==> config.mk <==
export PLATFORM = sky130hd
export DESIGN_NAME = instruction_fetch_sequencer_flat
export DESIGN_NICKNAME = d
export VERILOG_FILES = /design/src/rtl/processorc_fetch_pkg.sv /design/src/rtl/instruction_fetch_sequencer_if.sv /design/src/rtl/fetch_queue.sv /design/src/rtl/instruction_fetch_sequencer.sv /design/src/flat_wrapper.sv
export SDC_FILE = /design/constraint.sdc
export NUM_CORES = 1
export LEC_CHECK = 0
export BUFFER_PORTS_ARGS = -buffer_cell sky130_fd_sc_hd__buf_4
export CAP_MARGIN = 30
export CORE_UTILIZATION = 30
export DETAILED_ROUTE_END_ITERATION = 10
export HOLD_SLACK_MARGIN = 0.12
export REMOVE_ABC_BUFFERS = 1
export SYNTH_ARGS = -nofsm -noshare
export SYNTH_HDL_FRONTEND = slang
export SYNTH_SLANG_ARGS = --single-unit
==> constraint.sdc <==
create_clock -name clk -period 3.4 [get_ports clk]
set_clock_uncertainty 0.05 [all_clocks]
set_input_delay 0.34 -clock clk [delete_from_list [all_inputs] [get_ports clk]]
set_output_delay 0.34 -clock clk [all_outputs]
set_load 0.02 [all_outputs]
==> src/rtl/processorc_fetch_pkg.sv <==
// Shared types and helpers for the instruction fetch sequencer.
// A fetch entry pairs an instruction with the PC it was read from.
package processorc_fetch_pkg;

  localparam int unsigned INSTR_W = 16;
  localparam int unsigned PC_W    = 16;

  typedef struct packed {
    logic [PC_W-1:0]    pc;
    logic [INSTR_W-1:0] instr;
  } fetch_entry_t;

  // True when no PC bit above the implemented ROM address range is set.
  function automatic logic pc_in_range(input logic [PC_W-1:0] pc, input int unsigned addr_w);
    return (pc >> addr_w) == '0;
  endfunction

endpackage

==> src/rtl/instruction_fetch_sequencer_if.sv <==
// ROM, redirect/halt control and decode handshake signals of the fetch sequencer.
// master is the sequencer side, slave the ROM/decode environment side.
interface instruction_fetch_sequencer_if;

  logic [15:0] RomAddress;
  logic [15:0] RomData;
  logic        RedirectValid;
  logic [15:0] RedirectTarget;
  logic        Halt;
  logic        DecodeValid;
  logic        DecodeReady;
  logic [15:0] DecodeInstruction;
  logic [15:0] DecodePC;
  logic        FetchFault;

  modport master (
    output RomAddress,
    input  RomData,
    input  RedirectValid,
    input  RedirectTarget,
    input  Halt,
    output DecodeValid,
    input  DecodeReady,
    output DecodeInstruction,
    output DecodePC,
    output FetchFault
  );

  modport slave (
    input  RomAddress,
    output RomData,
    output RedirectValid,
    output RedirectTarget,
    output Halt,
    input  DecodeValid,
    output DecodeReady,
    input  DecodeInstruction,
    input  DecodePC,
    input  FetchFault
  );

endinterface

==> src/rtl/fetch_queue.sv <==
// Small synchronous FIFO of fetch entries with a registered head and a priority flush.
// Pointers carry an extra wrap bit so full and empty are distinguishable.
module fetch_queue
  import processorc_fetch_pkg::*;
#(
  parameter int unsigned DEPTH = 2
) (
  input  logic         clk,
  input  logic         sync_rst,
  input  logic         i_push,
  input  logic         i_pop,
  input  logic         i_flush,
  input  fetch_entry_t i_data,
  output fetch_entry_t o_head,
  output logic         o_full,
  output logic         o_empty
);

  localparam int unsigned PTR_W = $clog2(DEPTH);

  typedef logic [PTR_W:0] ptr_t;

  localparam ptr_t PTR_ONE = ptr_t'(1);

  fetch_entry_t r_mem [DEPTH];
  fetch_entry_t r_head;
  fetch_entry_t w_head_next;
  ptr_t         r_wr;
  ptr_t         r_rd;
  ptr_t         w_wr_next;
  ptr_t         w_rd_next;
  logic         w_do_push;
  logic         w_do_pop;
  logic         w_empty_next;

  assign o_empty = (r_wr == r_rd);
  assign o_full  = (r_wr[PTR_W-1:0] == r_rd[PTR_W-1:0]) && (r_wr[PTR_W] != r_rd[PTR_W]);

  assign w_do_pop  = i_pop && !o_empty && !i_flush;
  assign w_do_push = i_push && (!o_full || w_do_pop) && !i_flush;

  always_comb begin
    w_wr_next   = r_wr;
    w_rd_next   = r_rd;
    w_head_next = '0;
    if (i_flush) begin
      w_wr_next = '0;
      w_rd_next = '0;
    end else begin
      if (w_do_push) w_wr_next = r_wr + PTR_ONE;
      if (w_do_pop)  w_rd_next = r_rd + PTR_ONE;
    end
    w_empty_next = (w_wr_next == w_rd_next);
    // The slot being written this cycle is not in r_mem yet; bypass it into the head.
    if (!w_empty_next) begin
      if (w_do_push && (r_wr[PTR_W-1:0] == w_rd_next[PTR_W-1:0])) begin
        w_head_next = i_data;
      end else begin
        w_head_next = r_mem[w_rd_next[PTR_W-1:0]];
      end
    end
  end

  always_ff @(posedge clk) begin
    if (!sync_rst) begin
      r_wr   <= '0;
      r_rd   <= '0;
      r_head <= '0;
    end else begin
      r_wr   <= w_wr_next;
      r_rd   <= w_rd_next;
      r_head <= w_head_next;
    end
  end

  always_ff @(posedge clk) begin
    if (w_do_push) r_mem[r_wr[PTR_W-1:0]] <= i_data;
  end

  assign o_head = r_head;

  no_push_when_full: assert property (
    @(posedge clk) disable iff (!sync_rst)
    !(i_push && o_full && !w_do_pop && !i_flush)
  );

endmodule

==> src/rtl/instruction_fetch_sequencer.sv <==
// Program counter and fetch controller for a combinational instruction ROM; feeds decode
// through a prefetch queue and handles redirects, halt and out-of-range fetch faults.
module instruction_fetch_sequencer
  import processorc_fetch_pkg::*;
#(
  parameter logic [PC_W-1:0] RESET_VECTOR = 16'h0001,
  parameter int unsigned     ROM_ADDR_W   = 9,
  parameter int unsigned     QUEUE_DEPTH  = 2
) (
  input logic                           clk,
  input logic                           sync_rst,
  instruction_fetch_sequencer_if.master bus
);

  localparam logic [PC_W-1:0] PC_ONE = PC_W'(1);

  logic [PC_W-1:0] r_pc;
  logic            r_fault;
  logic            w_in_range;
  logic            w_pop;
  logic            w_push;
  logic            w_full;
  logic            w_empty;
  fetch_entry_t    w_fetch;
  fetch_entry_t    w_head;

  assign w_in_range = pc_in_range(r_pc, ROM_ADDR_W);
  assign w_pop      = !w_empty && bus.DecodeReady;
  // A pop frees a slot in the same cycle, so a full queue still streams at one entry per cycle.
  assign w_push     = !bus.RedirectValid && !bus.Halt && !r_fault && w_in_range &&
                      (!w_full || w_pop);
  assign w_fetch    = '{pc: r_pc, instr: bus.RomData};

  always_ff @(posedge clk) begin
    if (!sync_rst) begin
      r_pc    <= RESET_VECTOR;
      r_fault <= 1'b0;
    end else if (bus.RedirectValid) begin
      r_pc    <= bus.RedirectTarget;
      r_fault <= 1'b0;
    end else begin
      if (w_push) r_pc <= r_pc + PC_ONE;
      if (!bus.Halt && !w_in_range) r_fault <= 1'b1;
    end
  end

  fetch_queue #(
    .DEPTH (QUEUE_DEPTH)
  ) u_fetch_queue (
    .clk      (clk),
    .sync_rst (sync_rst),
    .i_push   (w_push),
    .i_pop    (w_pop),
    .i_flush  (bus.RedirectValid),
    .i_data   (w_fetch),
    .o_head   (w_head),
    .o_full   (w_full),
    .o_empty  (w_empty)
  );

  assign bus.RomAddress        = r_pc;
  assign bus.DecodeValid       = !w_empty;
  assign bus.DecodePC          = w_head.pc;
  assign bus.DecodeInstruction = w_head.instr;
  assign bus.FetchFault        = r_fault;

endmodule
==> src/flat_wrapper.sv <==
// flat-port wrapper written by rule: the top's interface ports become plain ports
module instruction_fetch_sequencer_flat import processorc_fetch_pkg::*;
#(
  parameter logic [PC_W-1:0] RESET_VECTOR = 16'h0001,
  parameter int unsigned     ROM_ADDR_W   = 9,
  parameter int unsigned     QUEUE_DEPTH  = 2
)
  (clk, sync_rst, bus_RomAddress, bus_RomData, bus_RedirectValid, bus_RedirectTarget, bus_Halt, bus_DecodeValid, bus_DecodeReady, bus_DecodeInstruction, bus_DecodePC, bus_FetchFault);
  instruction_fetch_sequencer_if bus_i ();
  input logic clk;
  input logic sync_rst;
  output wire logic [$bits(bus_i.RomAddress)-1:0] bus_RomAddress;
  input wire logic [$bits(bus_i.RomData)-1:0] bus_RomData;
  input wire logic [$bits(bus_i.RedirectValid)-1:0] bus_RedirectValid;
  input wire logic [$bits(bus_i.RedirectTarget)-1:0] bus_RedirectTarget;
  input wire logic [$bits(bus_i.Halt)-1:0] bus_Halt;
  output wire logic [$bits(bus_i.DecodeValid)-1:0] bus_DecodeValid;
  input wire logic [$bits(bus_i.DecodeReady)-1:0] bus_DecodeReady;
  output wire logic [$bits(bus_i.DecodeInstruction)-1:0] bus_DecodeInstruction;
  output wire logic [$bits(bus_i.DecodePC)-1:0] bus_DecodePC;
  output wire logic [$bits(bus_i.FetchFault)-1:0] bus_FetchFault;
  assign bus_RomAddress = bus_i.RomAddress;
  assign bus_i.RomData = bus_RomData;
  assign bus_i.RedirectValid = bus_RedirectValid;
  assign bus_i.RedirectTarget = bus_RedirectTarget;
  assign bus_i.Halt = bus_Halt;
  assign bus_DecodeValid = bus_i.DecodeValid;
  assign bus_i.DecodeReady = bus_DecodeReady;
  assign bus_DecodeInstruction = bus_i.DecodeInstruction;
  assign bus_DecodePC = bus_i.DecodePC;
  assign bus_FetchFault = bus_i.FetchFault;
  instruction_fetch_sequencer #(.RESET_VECTOR(RESET_VECTOR), .ROM_ADDR_W(ROM_ADDR_W), .QUEUE_DEPTH(QUEUE_DEPTH)) u_core (.clk(clk), .sync_rst(sync_rst), .bus(bus_i));
endmodule
==> flow_metrics.py <==
metrics = {
    "timing": {
        "fmax_mhz": 316,
        "min_period_ns": 3.16,
        "worstMarginPinSlew_ns": 0.596,
        "finalHoldViolCount": 0,
        "slew_headroom_pct": 59.9,
        "finalSetupViolations": 0,
        "fin_crit_sh_pct": 93.0,
        "drv_slew": 0,
        "rsz0062_at_grt": "no",
    },
    "power_and_ir_drop": {
        "power.density_nw_per_um2": 566,
        "ir_worst_vdd_uv": 344,
        "p_leak_uw": 0.00245,
    },
    "run_status": {
        "outcome": "completed",
    },
    "critical_path": {
        "ff2ff_setup_slack_ns": 0.24,
        "end_kind": "flop",
        "critical_path_class": "flop to flop",
        "startpoint_type": "flop",
        "cp.arrival_ns": 3.38,
        "cp_num_buf_inv": 1,
        "crit_chain": "or4_1 -> or4_1 -> or2_0 -> nor2_1 -> ha_2 -> and3_1 -> a211oi_4 -> buf_4 -> nor4_1",
        "critPathRequiredTime_ns": 3.62,
        "crit_cells": 9,
        "max_stage_delay_ns": 0.57,
        "worst_path_max_delay_cell": "or4_1",
        "critical_path.max_fanout": 10,
        "cpMostUsedCell": "or4_1",
        "reg2reg_depth": 9,
        "cpLargestDelayFamily": "simple AND/OR/NAND/NOR gates",
    },
    "global_route": {
        "grt_pass1_wl_um": 17900,
        "globalRouteOverflowTotal": 0,
        "grt_usage_pct": 15.0,
        "grt_max_degree": 34,
        "grt_pass1_vias": 3376,
        "antenna_found_initial": 0,
    },
    "drt": {
        "ant_nets": 0,
        "drt-initial-drc-count": 180,
        "vias": 3317,
        "wl_um": 11300,
        "first_pass_iters": 5,
        "avgViaCountPerCell": 4.94,
        "route.detailed.wl_per_inst_um": 16.8,
        "drc_errors": 0,
    },
    "synthesis": {
        "yosys_register_bits": 117,
        "synth_cells": 357,
        "ys.flop_type": "edfxtp_1",
        "yosys_warnings": 0,
        "syn_area_per_cell_um2": 12.6,
        "ys_types": 43,
        "synth_edf_count": 64,
        "ys_seq_area_share_pct": 66.5,
        "synthesis.area_um2": 4490,
        "async_flop_share_pct": 0,
    },
    "place": {
        "portBuffers": 86,
        "globalplace.congestion": 0.805,
        "placed_area_um2": 5410,
        "hpwl_um": 7170,
    },
    "finish": {
        "fin_nets": 515,
        "mostFrequentLayoutCell": "buf_4",
        "finalInstanceArea_um2": 6160,
        "n_antenna_cell": 0,
        "final_util_pct": 42.2,
        "final_cell_mix": "100 x buf_4, 64 x edfxtp_1, 53 x dfxtp_1",
        "area_delta_synth_final_pct": 37.3,
        "drive_gt1_share_pct": 29.1,
    },
    "clock_network": {
        "clk_pin_slew_ns": 0.05,
        "h-tree-depth": 4,
        "post_cts_buffers": 0,
        "clkLatencyLatePin_ns": 0.41,
        "clockBufferDepth": 2,
        "cts_buffers": 17,
        "clock_tree.root_cell": "clkbuf_16",
        "clock_sinks": 117,
        "tritoncts": "built",
    },
    "die": {
        "core_region_area_um2": 14600,
        "dieWidth_um": 124,
        "die_h_um": 124,
        "rows": 44,
        "dieArea_um2": 15400,
        "pin_count": 87,
        "initial_core_util_pct": 30.8,
    },
    "job": {
        "maxCapViolCount": 0,
    },
    "hold_path": {
        "hold_class": "input port to flop",
        "hold_depth": 3,
    },
}
==> stage by stage <==
step / instances / setup slack (ns) / TNS (ns) / hold slack (ns) / power [uW]
floorplan: 332 / -0.0810 / -1.68 / 0.389 / 1730
CTS: 672 / 0.201 / 0 / 0.124 / 3510
global placement: 619 / 0.298 / 0 / 0.414 / 1890
finish: 672 / 0.237 / 0 / 0.135 / 3490
detailed placement: 619 / 0.235 / 0 / 0.422 / 1900
global route: 672 / 0.00985 / 0 / 0.132 / 3620
==> synth_stat cells (2+ instances only) <==
master     n  share of area (%)
edfxtp_1  64                 43
dfxtp_1   53                 24
nor2_1    35                2.9
nor4_1    33                4.6
and3_1    26                3.6
a211oi_1  25                4.2
clkbuf_1  20                1.7
mux2i_1   16                3.6
nand2_1   12                1.0
a21oi_1    9                1.0
xnor2_1    7                1.4
o21ai_0    5               0.56
inv_1      4               0.33
or3_1      4               0.56
a31oi_1    3               0.42
buf_6      3               0.75
ha_1       3               0.84
nand3b_1   3               0.50
or4_1      3               0.50
mux2_2     2               0.50
nand3_1    2               0.22
nand4_1    2               0.28
nor3b_1    2               0.33
o211ai_1   2               0.33
==> metal layers <==
| metal | part of all wire, % | wire, um | global-route usage (%) |
|---|---|---|---|
| met1 | 45 | 5090 | 19.7 |
| met2 | 48 | 5460 | 23.1 |
| met3 | 5.7 | 648 | 4.90 |
| met5 | 0 | 0 | 0 |
| met4 | 0.72 | 81 | 5.17 |
==> kinds of logic after synthesis <==
| family | count (synthesis) | share of synthesized area, % |
|---|---|---|
| compound gates | 52 | 8.23 |
| xor+xnor | 7 | 1.37 |
| fa+ha+maj | 3 | 0.837 |
| buf+inv | 30 | 3.04 |
| flops | 117 | 66.5 |
| mux | 18 | 4.07 |
| simple gates | 130 | 16.0 |
==> path summary, 6_finish.rpt <==
kind / startpoint / to
worst max-delay path: u_core.bus.RomAddress[12] / u_core.u_fetch_queue.o_head[13]
worst min register to register: u_core.bus.FetchFault / u_core.bus.FetchFault
worst max register to register: u_core.bus.RomAddress[12] / u_core.u_fetch_queue.o_head[13]
worst min-delay path: bus_RedirectTarget[12] / u_core.bus.RomAddress[12]
==> power breakdown <==
part / switching, uW / internal [uW]
Clock: 606 / 994
Sequential: 33.2 / 1530
Combinational: 174 / 144
Total: 814 / 2670
==> registers in the layout, indices dropped and copies added, names as in the netlist <==
| signal | cells |
|---|---|
| u_core.bus.RomAddress | 16 |
| u_core.u_fetch_queue.r_rd | 2 |
| u_core.u_fetch_queue.r_mem | 64 |
| u_core.u_fetch_queue.o_head | 32 |
| u_core.u_fetch_queue.r_wr | 2 |
| u_core.bus.FetchFault | 1 |
==> tightest hold or removal path: stages <==
cell and delay, ns:
buf_4 0.08, mux2i_1 0.05, nor2_1 0.08
==> what timing repair did <==
action	in CTS	in global routing
hold buffers	21	0
endpoints found under the setup margin	0	4
gates resized for setup	0	3
endpoints found under the hold margin	37	0
==> final cells by class <==
type	instances	area, um^2
inverter	5	18.8
fill	1362	8430
tap	184	230
clock inverter	11	86.3
sequential	117	2980
multi-input combinational	210	1390
clock buffer	21	440
timing repair buffer	124	1010
(Power assumes the default switching activity.)
